--- src/rtl/alu_arbitro.sv ---
// Round-robin arbiter/sequencer sharing one combinational ALU between two requesters.
// Optional opcode legality check (adds resp_err) enabled with `define ALU_ARB_OPCHECK_EN.
module alu_arbitro #(
    parameter int unsigned ANCHO = 32,
    parameter int unsigned OP_W  = 4
) (
    input  logic             clk,
    input  logic             rst,
    input  logic [1:0]       req_valid,
    output logic [1:0]       req_ready,
    input  logic [ANCHO-1:0] req0_a,
    input  logic [ANCHO-1:0] req0_b,
    input  logic [OP_W-1:0]  req0_op,
    input  logic [ANCHO-1:0] req1_a,
    input  logic [ANCHO-1:0] req1_b,
    input  logic [OP_W-1:0]  req1_op,
    output logic             resp_valid,
    input  logic             resp_ready,
    output logic             resp_id,
    output logic [ANCHO-1:0] resp_dato,
    output logic             resp_zf,
    output logic [ANCHO-1:0] alu_datoIn1,
    output logic [ANCHO-1:0] alu_datoIn2,
    output logic [OP_W-1:0]  alu_op,
    input  logic [ANCHO-1:0] alu_datoOut,
    input  logic             alu_zf
`ifdef ALU_ARB_OPCHECK_EN
    ,
    output logic             resp_err
`endif
);

    typedef enum logic [1:0] {IDLE, EXEC, RESP} state_t;

    state_t           state_q, state_d;
    logic             ptr_q, ptr_d;
    logic [ANCHO-1:0] a_q, a_d, b_q, b_d;
    logic [OP_W-1:0]  op_q, op_d;
    logic             id_q, id_d;
    logic [ANCHO-1:0] dato_q, dato_d;
    logic             zf_q, zf_d;
    logic             valid_q, valid_d;
    logic [1:0]       ready_c;
    logic             gnt_c;
`ifdef ALU_ARB_OPCHECK_EN
    logic             err_q, err_d;

    function automatic logic op_legal(input logic [OP_W-1:0] op);
        case (op)
            OP_W'(0), OP_W'(1), OP_W'(2), OP_W'(6), OP_W'(7), OP_W'(12): op_legal = 1'b1;
            default: op_legal = 1'b0;
        endcase
    endfunction
`endif

    // Single requester wins outright; a tie goes to the pointer.
    assign gnt_c = (req_valid == 2'b11) ? ptr_q : req_valid[1];

    always_comb begin
        state_d = state_q;
        ptr_d   = ptr_q;
        a_d     = a_q;
        b_d     = b_q;
        op_d    = op_q;
        id_d    = id_q;
        dato_d  = dato_q;
        zf_d    = zf_q;
        valid_d = valid_q;
        ready_c = 2'b00;
`ifdef ALU_ARB_OPCHECK_EN
        err_d   = err_q;
`endif
        case (state_q)
            IDLE: begin
                if (|req_valid) begin
                    ready_c = gnt_c ? 2'b10 : 2'b01;
                    a_d     = gnt_c ? req1_a  : req0_a;
                    b_d     = gnt_c ? req1_b  : req0_b;
                    op_d    = gnt_c ? req1_op : req0_op;
                    id_d    = gnt_c;
                    ptr_d   = ~gnt_c;
                    state_d = EXEC;
                end
            end
            EXEC: begin
                dato_d  = alu_datoOut;
                zf_d    = alu_zf;
                valid_d = 1'b1;
                state_d = RESP;
`ifdef ALU_ARB_OPCHECK_EN
                err_d   = ~op_legal(op_q);
                if (!op_legal(op_q)) begin
                    dato_d = '0;
                    zf_d   = 1'b0;
                end
`endif
            end
            RESP: begin
                if (resp_ready) begin
                    valid_d = 1'b0;
                    state_d = IDLE;
                end
            end
            default: state_d = IDLE;
        endcase
    end

    always_ff @(posedge clk or posedge rst) begin
        if (rst) begin
            state_q <= IDLE;
            ptr_q   <= 1'b0;
            a_q     <= '0;
            b_q     <= '0;
            op_q    <= '0;
            id_q    <= 1'b0;
            dato_q  <= '0;
            zf_q    <= 1'b0;
            valid_q <= 1'b0;
`ifdef ALU_ARB_OPCHECK_EN
            err_q   <= 1'b0;
`endif
        end else begin
            state_q <= state_d;
            ptr_q   <= ptr_d;
            a_q     <= a_d;
            b_q     <= b_d;
            op_q    <= op_d;
            id_q    <= id_d;
            dato_q  <= dato_d;
            zf_q    <= zf_d;
            valid_q <= valid_d;
`ifdef ALU_ARB_OPCHECK_EN
            err_q   <= err_d;
`endif
        end
    end

    // Grant is combinational but must read as idle while reset is held.
    assign req_ready   = ready_c & {2{~rst}};
    assign resp_valid  = valid_q;
    assign resp_id     = id_q;
    assign resp_dato   = dato_q;
    assign resp_zf     = zf_q;
    assign alu_datoIn1 = a_q;
    assign alu_datoIn2 = b_q;
    assign alu_op      = op_q;
`ifdef ALU_ARB_OPCHECK_EN
    assign resp_err    = err_q;
`endif

endmodule
--- config.mk ---
export PLATFORM = sky130hd
export DESIGN_NAME = alu_arbitro
export DESIGN_NICKNAME = d
export VERILOG_FILES = /design/src/rtl/alu_arbitro.sv
export SDC_FILE = /design/constraint.sdc
export NUM_CORES = 1
export LEC_CHECK = 0
export BUFFER_PORTS_ARGS = -buffer_cell sky130_fd_sc_hd__buf_2
export CAP_MARGIN = 20
export CORE_MARGIN = 4
export CORE_UTILIZATION = 29
export CTS_CLUSTER_SIZE = 14
export DETAILED_ROUTE_END_ITERATION = 8
export PLACE_DENSITY = 0.69
export SLEW_MARGIN = 20
export SYNTH_ARGS = -nofsm -noshare
export SYNTH_HDL_FRONTEND = slang
export SYNTH_SLANG_ARGS = --single-unit
--- constraint.sdc ---
create_clock -name clk -period 7 [get_ports clk]
set_input_delay 0.35 -clock clk [delete_from_list [all_inputs] [get_ports clk]]
set_output_delay 0.35 -clock clk [all_outputs]
set_load 0.02 [all_outputs]
=== Word-level counts from Yosys, hierarchy flattened ===
Index checks and enable logic that the tools add are counted.

* Register bits after elaboration: 106
* Bits in latches: 0
* Bits in writable memories: 0
* Bits in read-only memories: 0
* Output and inout port bits: 105
* Logic and storage cells: 35
* Memories: 0

* $add $sub $neg: 0
* $mul: 0
* Divide/modulo/power cells: 0
* Magnitude comparators: 0
* Eq/ne operators: 5
* Shift-type cells: 0
* Multiplexer cells: 12
* Bitwise logic cells: 3
* Reductions and logical operators: 6

{| class="wikitable"
|+ Operators by type and width
! kind !! count
|-
| 32-bit two-way mux || 2
|-
| 2-bit two-way mux || 5
|-
| 2-bit case mux with 3 select lines || 1
|-
| 2-bit AND reduction || 3
|-
| 2-bit equality test, second input constant || 2
|-
| 4-bit two-way mux || 1
|-
| 2-bit inequality test, second input constant || 2
|-
| 2-bit AND || 1
|-
| 2-bit by 1-bit equality test with 1-bit output, second input constant || 1
|-
| 2-bit logical NOT || 1
|-
| 1-bit two-way mux || 2
|-
| 1-bit NOT || 2
|-
| 1-bit case mux with 2 select lines || 1
|-
| 2-bit nonzero test || 1
|-
| 2-bit OR reduction || 1
|}

=== Longest topological paths before layout ===
* Depth in word-level cells: 6
* Mapped depth: 8
* Mapped depth without buffers: 4

=== Worst setup path after synthesis ===
Ideal clock, no wire load.

* Path type: input to output
* From: in req_valid[1]
* To: out req_ready[0]
* Arrival time: 1.507 ns
* Setup slack: 5.143 ns
* Stages on the path: 6
* Path buffers: 3
* Path through: buf_6 > inv_2 > clkbuf_1 > buf_2 > nor2_1 > nor3_1

* Longest elaborated chain between the ends: 6
* Elaborated cells between the ends (all ways): 7
* Those cells by class: eq/ne: 1; mux: 4; bitwise: 1; reduce/logical: 1

{| class="wikitable"
|+ RTL lines
! item !! line !! RTL
|-
| from (decl) || 9 || <nowiki>input logic [1:0] req_valid,</nowiki>
|-
| 2-bit equality test || 57 || <nowiki>assign gnt_c = (req_valid == 2'b11) ? ptr_q : req_valid[1];</nowiki>
|-
| 1-bit two-way mux || 57 ||
|-
| 2-bit two-way mux || 76 || <nowiki>ready_c = gnt_c ? 2'b10 : 2'b01;</nowiki>
|-
| 2-bit two-way mux (*) || 75 || <nowiki>if (|req_valid) begin</nowiki>
|-
| 2-bit two-way mux (*) || 73 || <nowiki>case (state_q)</nowiki>
|-
| 2-bit AND (*) || 139 || <nowiki>assign req_ready = ready_c & {2{~rst}};</nowiki>
|-
| to (decl) || 10 || <nowiki>output logic [1:0] req_ready,</nowiki>
|}

Mark *: on every way between the ends. The rest lies on a longest branch, timed or not.

=== Final worst setup path ===
Same ends and word-level chain as after synthesis.

==> flow_summary.yaml <==
outcome:
  run_status: "complete, no violations"
global_route:
  grt_max_degree: 73
  grt_pass1_vias: 4842
  grtUsageTotal: 0.168
  grt_antenna_before_repair: 1
  grt_pass1_wl_mm: 26.3
  gr-total-overflow: 0
floorplanning:
  rows: 47
  die_h_um: 138
  ioPinCount: 279
  core_area_sq_mm: 0.0166
  fp.dieW_um: 138
  initial_utilization: 0.297
  dieArea_sq_mm: 0.0192
sta:
  holdWs_ns: 0.0337
  worst_slew_pin_slew_ns: 0.934
  rsz0062_at_grt: "no"
  max_slew_margin: 0.377
  period_share: 0.385
  worst_slack_ns: 4.30
  fin_crit_ns: 2.70
  final_hold_viol_count: 0
  finalSetupTns_ns: 0
  slew_viol_final: 0
  max_freq_mhz: 371
  finalClockSkew_ns: 0.00782
  setup-violations-final: 0
routing:
  postRouteAntennaNets: 0
  drt_iter0_markers: 347
  drc: 0
  drt-total-wl_mm: 16.7
  vias: 4905
  wl_met1_mm: 6.67
  dr_wl_met3_mm: 1.16
  highest-signal-layer: "met4"
  drt_first_pass_iters: 5
  met2_length_mm: 8.39
  wl_per_cell_um: 17.4
  vias_per_cell: 5.12
clock_network:
  cts_root_buf: "clkbuf_16"
  cts_inserted_buffers: 9
  ctsHoldBuffers: 0
  clock_path_buffers: 2
  ctsHtreeMaxLevel: 3
  cts_tree: "built"
  postCtsSetupRepairBufs: 0
  path_clk_slew_ns: 0.07
  clkSinkCount: 106
  insertion_delay_ns: 0.35
  cts_resized: 0
setup_path:
  critPathLaunchType: "primary input"
  path_class: "primary input to primary output"
  cp.arrival_ns: 2.35
  required_ns: 6.65
  worstPathMaxFanout: 71
  end_kind: "primary output"
cells_and_area:
  mostFrequentLayoutCells: "buf_2 (278), dfrtp_1 (106), o21ai_0 (72)"
  final_common_cell: "buf_2"
  nNetsFinal: 907
  multi_input_area_sq_mm: 0.00201
  syn_to_final_growth_pct: 35.2
  fin_cells: 958
  nFillCells: 1669
  drive_above_1_share: 0.480
  diodes: 0
  register_area_sq_mm: 0.00265
logic_synthesis:
  ys_seq_area_frac: 0.537
  synthesis.nets: 666
  synth_area_sq_mm: 0.00494
  yosysWarnings: 0
  yosysUniqueCellTypes: 25
  synth_cells: 492
  syn_avg_cell_area_sq_um: 10.0
  synth-seq-cells: 106
hold_path:
  hp-class: "primary input to asynchronous set/reset pin"
pwr:
  power.density_mw_per_mm2: 471
  leakagePower_nw: 3.02
  power_w: 0.00314
  max-vdd-ir-drop_mv: 0.195
placed_design:
  place_inst: 942
  dp_slack_ns: 4.28
  place.gp.congestion: 0.813
  port_buffers: 278
  dpl.hpwl_mm: 11.5
flow_run:
  cap_violations: 0
worst max-delay path, cell delays in order:
cell and delay (ns):
buf_2 0.10, buf_4 0.34, inv_2 0.44, buf_4 0.45, nor2_1 0.11, nor3_1 0.26
buf_2 0.21
final timing paths:
kind	from	end	slack, ns	depth (start not counted)
max	req_valid[1]	req_ready[0]	4.30	7
min	rst	alu_datoIn1[26]$_DFFE_PP0P_	0.03	2
max reg2reg	state_q[1]$_DFFE_PP0P_	alu_datoIn2[7]$_DFFE_PP0P_	4.96	5
min reg2reg	resp_dato[23]$_DFFE_PP0P_	resp_dato[23]$_DFFE_PP0P_	0.50	1
max in group asynchronous	rst	alu_datoIn2[19]$_DFFE_PP0P_	5.67	3
min in group clk	alu_datoOut[1]	resp_dato[1]$_DFFE_PP0P_	0.23	2
flip-flops by register name (all words and copies together), names as in the netlist:
register,count
alu_datoIn2,32
ptr_q,1
alu_op,4
resp_valid,1
alu_datoIn1,32
state_q,2
resp_dato,32
resp_id,1
resp_zf,1
layout make-up:
class,instances,share of cell area
Timing Repair Buffer,286,0.217
Clock buffer,10,0.0343
Inverter,4,0.00262
Sequential cell,106,0.397
Clock inverter,6,0.00637
Multi-Input combinational cell,326,0.301
Tap cell,220,0.0412
logic make-up (layout without fill, tap and decap cells):
group / after synthesis / after routing / share of synthesized area
muxes: 33 / 33 / 0.0752
and+or+nand+nor: 82 / 82 / 0.0859
buffers and inverters: 60 / 306 / 0.0575
DFF: 106 / 106 / 0.537
AOI/OAI and AO/OA: 211 / 211 / 0.244
metal layers:
metal	vias to the layer above	track usage
li1	2300	-
met1	2342	0.209
met2	227	0.289
met3	36	0.0276
met4	0	0.0707
met5	-	0
power by group:
| group | internal, W | total (W) | switching [W] |
|---|---|---|---|
| sequential | 0.000928 | 0.00110 | 0.000176 |
| combinational | 0.000564 | 0.00156 | 0.000998 |
| clock | 0.000242 | 0.000478 | 0.000235 |
| total | 0.00174 | 0.00314 | 0.00141 |
cells in the mapped netlist:
library cell / instances / area (sq um)
dfrtp_1: 106 / 2650
o21ai_0: 72 / 360
a21oi_1: 69 / 345
nand3_1: 68 / 340
a31oi_1: 58 / 363
clkbuf_1: 38 / 143
mux2_2: 33 / 372
buf_2: 11 / 55.1
a31oi_2: 10 / 125
buf_6: 5 / 56.3
nor2_1: 4 / 15.0
buf_4: 2 / 15.0
inv_1: 2 / 7.51
inv_2: 2 / 7.51
nor3_1: 2 / 10.0
a21o_1: 1 / 7.51
and2b_1: 1 / 7.51
nand2_1: 1 / 3.75
nand2_4: 1 / 11.3
nand2b_1: 1 / 6.26
nor2_4: 1 / 11.3
nor2b_1: 1 / 6.26
o21ai_1: 1 / 5.00
or2_1: 1 / 6.26
or2_2: 1 / 6.26
through the flow:
stage	area, sq um	utilization
6_report	6680	0.401
5_1_grt	6680	0.401
4_1_cts	6680	0.401
2_1_floorplan	4940	-
3_3_place_gp	6400	0.385
3_5_place_dp	6400	0.385
(Power assumes the default switching activity.)
